File: src/rtl/rap16_errmon.sv
// rap16_errmon: windowed error-distance statistics for the RAP16 approximate adder.
// Define RAP_ERRMON_MSE_EN to add the squared-error sum port.
module rap16_errmon #(
  parameter int LOG_WIN = 8
) (
  input  logic                clk,
  input  logic                rst_n,
  input  logic                clr,
  input  logic                in_valid,
  output logic                in_ready,
  input  logic [15:0]         in_a,
  input  logic [15:0]         in_b,
  input  logic [16:0]         in_sum,
  output logic                out_valid,
  input  logic                out_ready,
  output logic [LOG_WIN:0]    out_err_cnt,
  output logic [16+LOG_WIN:0] out_ed_sum,
  output logic [16:0]         out_max_ed
`ifdef RAP_ERRMON_MSE_EN
  ,
  output logic [33+LOG_WIN:0] out_se_sum
`endif
);
  logic [LOG_WIN-1:0]  r_cnt;
  logic                r_s1_valid, r_s1_nz, r_s1_last, r_out_valid;
  logic [16:0]         r_s1_ed, r_max_acc, r_max_out;
  logic [LOG_WIN:0]    r_err_acc, r_err_out;
  logic [16+LOG_WIN:0] r_ed_acc, r_ed_out;
  logic [16:0]         w_exact, w_ed, w_max_nx;
  logic signed [17:0]  w_diff;
  logic                w_stall, w_fire, w_emit;
  logic [LOG_WIN:0]    w_err_nx;
  logic [16+LOG_WIN:0] w_ed_nx;

  assign w_exact  = {1'b0, in_a} + {1'b0, in_b};
  assign w_diff   = $signed({1'b0, w_exact}) - $signed({1'b0, in_sum});
  assign w_ed     = w_diff[17] ? 17'(-w_diff) : w_diff[16:0];
  // Only the window-closing sample can be blocked, and only by an unread result
  assign w_stall  = r_s1_valid & r_s1_last & r_out_valid & ~out_ready;
  assign in_ready = ~w_stall;
  assign w_fire   = r_s1_valid & ~w_stall & ~clr;
  assign w_emit   = w_fire & r_s1_last;
  assign w_err_nx = r_err_acc + (LOG_WIN+1)'(r_s1_nz);
  assign w_ed_nx  = r_ed_acc + (17+LOG_WIN)'(r_s1_ed);
  assign w_max_nx = r_s1_ed > r_max_acc ? r_s1_ed : r_max_acc;

  assign out_valid   = r_out_valid;
  assign out_err_cnt = r_err_out;
  assign out_ed_sum  = r_ed_out;
  assign out_max_ed  = r_max_out;

  always_ff @(posedge clk or negedge rst_n)
    if (!rst_n) begin
      r_cnt      <= '0;
      r_s1_valid <= 1'b0;
      r_s1_ed    <= '0;
      r_s1_nz    <= 1'b0;
      r_s1_last  <= 1'b0;
    end else if (clr) begin
      r_cnt      <= '0;
      r_s1_valid <= 1'b0;
    end else if (!w_stall) begin
      r_s1_valid <= in_valid;
      if (in_valid) begin
        r_s1_ed   <= w_ed;
        r_s1_nz   <= |w_ed;
        r_s1_last <= &r_cnt;
        r_cnt     <= r_cnt + LOG_WIN'(1);
      end
    end

  always_ff @(posedge clk or negedge rst_n)
    if (!rst_n) begin
      r_err_acc   <= '0;
      r_ed_acc    <= '0;
      r_max_acc   <= '0;
      r_err_out   <= '0;
      r_ed_out    <= '0;
      r_max_out   <= '0;
      r_out_valid <= 1'b0;
    end else begin
      if (clr || w_emit) begin
        r_err_acc <= '0;
        r_ed_acc  <= '0;
        r_max_acc <= '0;
      end else if (w_fire) begin
        r_err_acc <= w_err_nx;
        r_ed_acc  <= w_ed_nx;
        r_max_acc <= w_max_nx;
      end
      if (w_emit) begin
        r_err_out   <= w_err_nx;
        r_ed_out    <= w_ed_nx;
        r_max_out   <= w_max_nx;
        r_out_valid <= 1'b1;
      end else if (out_ready) begin
        r_out_valid <= 1'b0;
      end
    end

`ifdef RAP_ERRMON_MSE_EN
  logic [33:0]         w_sq;
  logic [33+LOG_WIN:0] r_se_acc, r_se_out, w_se_nx;

  assign w_sq       = 34'(r_s1_ed) * 34'(r_s1_ed);
  assign w_se_nx    = r_se_acc + (34+LOG_WIN)'(w_sq);
  assign out_se_sum = r_se_out;

  always_ff @(posedge clk or negedge rst_n)
    if (!rst_n) begin
      r_se_acc <= '0;
      r_se_out <= '0;
    end else begin
      if (clr || w_emit)
        r_se_acc <= '0;
      else if (w_fire)
        r_se_acc <= w_se_nx;
      if (w_emit)
        r_se_out <= w_se_nx;
    end
`endif
endmodule
File: config.mk
export PLATFORM = sky130hd
export DESIGN_NAME = rap16_errmon
export DESIGN_NICKNAME = d
export VERILOG_FILES = /design/src/rtl/rap16_errmon.sv
export SDC_FILE = /design/constraint.sdc
export NUM_CORES = 1
export LEC_CHECK = 0
export BUFFER_PORTS_ARGS = -buffer_cell sky130_fd_sc_hd__buf_4
export CAP_MARGIN = 5
export CORE_MARGIN = 1.5
export CORE_UTILIZATION = 59
export DETAILED_ROUTE_END_ITERATION = 8
export PLACE_DENSITY_LB_ADDON = 0.25
export SYNTH_ARGS = -nofsm -noshare
export SYNTH_HDL_FRONTEND = slang
export SYNTH_SLANG_ARGS = --single-unit
File: constraint.sdc
create_clock -name clk -period 3.95 [get_ports clk]
set_input_delay 0.5925 -clock clk [delete_from_list [all_inputs] [get_ports clk]]
set_output_delay 0.5925 -clock clk [all_outputs]
set_load 0.005 [all_outputs]
==> results_dict.tcl, run 1 <==
set metrics [dict create \
    status "completed" \
    io_buffers 106 \
    fin_util_pct 71.40 \
    rsz0062_at_grt "no" \
    arrival_ns 3.83 \
    avgRoutedWirePerCell_um 14.98 \
    end_kind "flip-flop" \
    startpoint_type "input pin" \
    dp_cells 1203 \
    dp_slack_ns -0.008956 \
    hold_buffers 0 \
    crit_buf_inv 2 \
    clkSlewWorstSetupHoldPaths_ns 0.06 \
    grt_max_degree 72 \
    synth_top_cell_by_area "dfrtp_1" \
    setup_viol 0 \
    fmax_mhz 282.2 \
    syn_nets 1048 \
    synth_top_area_share_pct 37.99 \
    ys_ff_latch 131 \
    drc 0 \
    ys_types 74 \
    ys_dominant_reg_cell "dfrtp_1" \
    cpPeakStageDelay_ns 0.47 \
    worst_slew_pin_slew_ns 1.038 \
    max_cap_violations 0 \
    finalClockSkew_ns 0.009579 \
    cts_buffer_depth 2 \
    min_period_over_period_pct 89.72 \
    crit_chain "buf_4 -> inv_1 -> fa_1 -> fa_1 -> nor2b_1 -> o21ai_1 -> xnor2_1 -> or2_1 -> nor4_2 -> nor2_1 -> xnor2_1 -> nand3_1 -> nor4_1 -> a31oi_1" \
    hold_class "input pin to asynchronous set/reset pin" \
    n_antenna_cell 0 \
    grt_pass1_wl_um 31170 \
    period_needed_ns 3.544 \
    slew_viol_final 0 \
    ys_async_sr_fraction_pct 100.0 \
    detail_route.first_pass.iterations 5 \
    rows 44 \
    dp_hpwl_um 13420 \
    ys_top_cells_by_area "dfrtp_1 (38%), ha_1 (8.3%), xnor2_1 (4.5%)" \
    netlist_instances 920 \
    die_w_um 123.9 \
    clock_sinks 131 \
    synthToLayoutAreaGrowth_pct 19.34 \
    grt_usage_pct 25.94 \
    layout-drive-gt1-share_pct 20.11 \
    viasPerCell 5.610 \
    worst-path-max-fanout 5 \
    numCtsBuffers 17 \
    cts_resized 0 \
    drtAntennaViolNets 0 \
    vias 6917 \
    core_area_um2 14420 \
    die_area_um2 15360 \
    syn_area_per_cell_um2 9.380 \
    seq_area_frac_synth_pct 37.99 \
    synth_edf_count 0 \
    fill_cells 1107 \
    antenna_found_initial 0 \
    timing.rr.start "r_s1_ed[0]" \
    grt-ovfl-total 0 \
    rrSetupSlack_ns 0.51 \
    final_cells 1233 \
    max_slew_margin_pct 30.73 \
    cts_setup_buffers 0 \
    p_leak_uw 0.005093 \
    drt-initial-drc-count 523 \
    htreeDepth 4 \
    ios 107 \
    tns_ns 0 \
    clock_latency_ns 0.42 \
    total_power_uw 5979 \
    syn-cell-area_um2 8630 \
    nets 1166 \
    cp_slowest_cell "fa_1" \
    totalWireLength_um 18470 \
    cts_tree "done" \
    die_y_um 123.9 \
    r2r_cells 14 \
    crit_required_ns 4.24 \
    path_class "input pin to flip-flop" \
    reg2reg_to "r_ed_acc[24]" \
    cpLargestDelayFamily "simple AND/OR/NAND/NOR gates" \
    vdd_drop_max_mv 0.4253 \
    synth_warnings 0 \
    place.gp.congestion 0.8534 \
    clockRootBuffer "clkbuf_16" \
    finalHoldViolations 0 \
    fin_ws_ns 0.4061 \
    grt_pass1_vias 6692 \
    p_per_area_nw_per_um2 580.6 \
    start_util_pct 59.83 \
]
-- metrics by stage --
step	hold WS [ns]	instance area, um2
floorplan	0.2969	8630
global route	0.3027	10300
global placement	0.4623	9736
detailed placement	0.4721	9736
CTS	0.2657	10300
finish	0.2385	10300
-- how the worst max path moves through the flow --
stage / to / cells past startpoint / from / slack, ns
floorplan: r_s1_nz / 15 / in_a[6] / 0.30
global placement: r_s1_nz / 14 / in_a[1] / 0.05
detailed placement: r_s1_nz / 14 / in_b[1] / -0.009
CTS: r_s1_nz / 14 / in_b[1] / 0.42
global route: r_s1_nz / 16 / in_a[1] / 0.11
finish: r_s1_nz / 14 / in_b[1] / 0.41
-- synth_stat cells (9+ instances only) --
master and instances:
mux2_2 20, ha_1 57, nand3_1 12, a21o_1 18, a21oi_1 54, nor3_1 9
o21ai_0 57, o21a_1 11, a22o_1 28, mux2i_1 24, xor2_1 24, dfrtp_1 131
inv_1 97, o21ai_1 11, nand2_1 72, nor2_1 77, clkbuf_1 24, fa_1 17
nand2b_1 11, and3_1 11, xnor2_1 44
-- power by group --
part / switching, uW / leakage [uW] / internal, uW
sequential: 243 / 0.00174 / 1570
clock: 598 / 0.000271 / 920
combinational: 1420 / 0.00308 / 1230
-- cell usage in the layout (no fill, tap or decap), drive strengths merged, types with 5 or more instances in the layout --
master | netlist | final
a21o | 18 | 18
a21oi | 57 | 57
a22o | 28 | 28
a31oi | 8 | 8
and3 | 12 | 12
buf | 9 | 132
clkbuf | 24 | 17
clkinv | 0 | 6
dfrtp | 131 | 131
fa | 17 | 17
ha | 57 | 57
inv | 97 | 99
mux2 | 20 | 20
mux2i | 24 | 24
nand2 | 73 | 73
nand2b | 12 | 12
nand3 | 17 | 17
nand4 | 7 | 7
nor2 | 78 | 78
nor2b | 7 | 7
nor3 | 9 | 9
o211ai | 7 | 7
o21a | 11 | 11
o21ai | 69 | 69
o31ai | 7 | 7
or2 | 5 | 5
or3 | 7 | 7
xnor2 | 45 | 45
xor2 | 25 | 25
-- cell type report --
class	instances	area (um2)	share of cell area (%)
sequential	131	3278	31.83
tap	184	230.2	2.235
multi-input combinational	659	4860	47.19
inverter	97	364.1	3.535
clock inverter	13	137.6	1.336
timing repair buffer	132	1003	9.744
clock buffer	17	425.4	4.131
-- cells by family (layout without fill, tap and decap cells) --
kind of cell | after synthesis | after routing | synth area share (%)
and+or+nand+nor | 239 | 239 | 13.63
buffers and inverters | 130 | 259 | 5.858
DFF | 131 | 131 | 37.99
muxes | 44 | 44 | 5.394
AOI/OAI and AO/OA | 232 | 232 | 17.65
adders and majority gates | 74 | 74 | 12.21
xor gates and xnor gates | 70 | 70 | 7.279
-- routing by layer --
metal  global-route usage, %  vias to the layer above  wire, um
li1                        -                     3401         -
met1                   34.40                     3335      8393
met2                   43.27                      151      8978
met3                   4.945                       30       769
met4                   8.097                        0       333
met5                       0                        -         0
-- sequential cells by signal, summed over array words and instances (netlist names), 8 cells and up --
register	cells
out_err_cnt	9
r_max_acc	17
out_max_ed	17
r_ed_acc	25
r_cnt	8
out_ed_sum	25
r_s1_ed	17
r_err_acc	9
Power figures use the tool's default switching activity.
==> run 2: changes to the inputs <==
Settings changed: GPL_TIMING_DRIVEN set to 0, RECOVER_POWER set to 100, SLEW_MARGIN set to 40.
==> run 2 against run 1 <==
Effect of this change: the flow now finishes with violations (capacitance limit, slew limit); sequential cell count is the same; combinational power shrank 4%; clock skew is 0.0011 ns lower; highest routed layer unchanged.
==> results_dict.tcl, run 2 (synthesis gave the netlist of run 1 again) <==
set metrics [dict create \
    status "finished with violations" \
    violations "capacitance limit, slew limit" \
    crit_required_ns 4.24 \
    hold_class "input pin to flip-flop" \
    dp_slack_ns -0.1380 \
    worst-path-max-fanout 5 \
    start_util_pct 59.83 \
    p_per_area_nw_per_um2 580.3 \
    detail_route.first_pass.iterations 5 \
    max_cap_violations 1 \
    final_common_cell "dfrtp_1" \
    dp_cells 1212 \
    period_needed_ns 3.796 \
    drtAntennaViolNets 0 \
    die_y_um 123.9 \
    startpoint_type "input pin" \
    layout-drive-gt1-share_pct 16.49 \
    n_antenna_cell 0 \
    arrival_ns 4.09 \
    timing.rr.start "r_s1_ed[1]" \
    finalHoldViolations 0 \
    rrSetupSlack_ns 0.32 \
    mostFrequentLayoutCells "dfrtp_1 (131), inv_1 (97), nor2_1 (76)" \
    nets 1176 \
    path_class "input pin to flip-flop" \
    synthToLayoutAreaGrowth_pct 18.25 \
    worst_slew_pin_slew_ns 1.811 \
    die_area_um2 15360 \
    vias 7093 \
    min_path_cells 2 \
    clkSlewWorstSetupHoldPaths_ns 0.06 \
    totalWireLength_um 19430 \
    drt-initial-drc-count 590 \
    p_leak_uw 0.004984 \
    grt_max_degree 76 \
    end_kind "flip-flop" \
    setup_viol 0 \
    max_slew_margin_pct -20.73 \
    cpPeakStageDelay_ns 0.52 \
    numCtsBuffers 17 \
    io_buffers 106 \
    worstHoldStart "out_ready" \
    avgRoutedWirePerCell_um 15.61 \
    grt-ovfl-total 0 \
    die_w_um 123.9 \
    fmax_mhz 263.4 \
    hold_ws_ns 0.3874 \
    grt_usage_pct 26.88 \
    dp_hpwl_um 14150 \
    crit_top_cell "inv_1" \
    fin_ws_ns 0.1539 \
    cts_tree "done" \
    clockRootBuffer "clkbuf_16" \
    clock_latency_ns 0.42 \
    final_cells 1245 \
    fill_cells 1109 \
    antenna_found_initial 0 \
    r2r_cells 14 \
    finalClockSkew_ns 0.008433 \
    cpLargestDelayFamily "compound AO/OA/AOI/OAI gates" \
    vdd_drop_max_mv 0.4889 \
    ios 107 \
    rsz0062_at_grt "no" \
    crit_buf_inv 3 \
    viasPerCell 5.697 \
    core_area_um2 14420 \
    cp_slowest_cell "fa_1" \
    clock_sinks 131 \
    cts_buffer_depth 2 \
    grt_pass1_vias 6860 \
    min_period_over_period_pct 96.10 \
    drc 0 \
    slew_viol_final 76 \
    min_to "out_valid" \
    crit_chain "clkbuf_4 -> inv_1 -> fa_1 -> inv_1 -> ha_1 -> a21o_1 -> a31o_1 -> or3_1 -> o22ai_2 -> xor2_1 -> nand3_2 -> nand2b_4 -> o31ai_1 -> nand3_1 -> o21ai_1 -> a31oi_1" \
    place.gp.congestion 0.8787 \
    grt_pass1_wl_um 32430 \
    reg2reg_to "out_max_ed[6]" \
    htreeDepth 4 \
    rows 44 \
]
==> run 2: changes by cell type in the layout (fill, tap and decap cells not counted), moves of 4 or more <==
cell,delta
clkbuf_1,+40
clkbuf_4,+48
o21ai_0,+4
buf_4,-79
o21ai_1,-4
==> run 2: power breakdown <==
group | internal, uW | switching [uW]
registers | 1570 | 236
clock network | 1000 | 572
logic | 1140 | 1400
total | 3710 | 2210
==> run 2: what timing repair did <==
action	in CTS	in global routing
buffers inserted	0	0
hold endpoints to repair	2	0
resized for setup	0	2
endpoints found under the setup margin	0	1
hold buffers	1	0
==> run 2: worst max path at each step <==
| stage | start | to | slack [ns] | depth (start not counted) |
|---|---|---|---|---|
| floorplan | in_a[6] | r_s1_nz | 0.30 | 15 |
| global placement | in_a[6] | r_s1_nz | -0.10 | 16 |
| detailed placement | in_a[6] | r_s1_nz | -0.14 | 16 |
| CTS | in_a[6] | r_s1_nz | 0.29 | 16 |
| global route | in_a[6] | r_s1_nz | 0.009 | 16 |
| finish | in_a[6] | r_s1_nz | 0.15 | 16 |
==> run 2: worst reg2reg max path: cells and delay by family, from the launching register on <==
kind / cells / cell delay, ns
adders and majority gates: 1 / 0.31
buffers and inverters: 2 / 1.10
and+or+nand+nor: 2 / 0.21
AOI/OAI and AO/OA: 8 / 1.08
muxes: 1 / 0.37
DFF: 1 / 0.43
==> run 2: layout make-up <==
class / count / area [um2] / area share (%)
inverter: 97 / 364.1 / 3.568
timing repair buffer: 109 / 788.3 / 7.724
sequential: 131 / 3278 / 32.12
tap: 184 / 230.2 / 2.256
multi-input combinational: 659 / 4827 / 47.30
buffer: 33 / 131.4 / 1.287
clock buffer: 21 / 450.4 / 4.414
clock inverter: 11 / 135.1 / 1.324
==> run 2: per-stage QoR <==
step | setup TNS, ns | utilization [%] | instance area (um2) | total power, uW
2_1_floorplan | 0 | - | 8630 | 3682
3_3_place_gp | -0.1003 | 66.94 | 9656 | 4290
3_5_place_dp | -0.2109 | 67.38 | 9718 | 4349
4_1_cts | 0 | 71.50 | 10310 | 5963
5_1_grt | 0 | 70.75 | 10200 | 6328
6_report | 0 | 70.75 | 10200 | 5921
==> run 2: metal layers <==
| layer | vias up | wire length (um) | GRT usage (%) |
|---|---|---|---|
| met2 | 201 | 9087 | 42.40 |
| met1 | 3435 | 8994 | 38.35 |
| met5 | - | 0 | 0 |
| met3 | 34 | 1048 | 4.808 |
| met4 | 0 | 301 | 7.315 |
| li1 | 3423 | - | - |
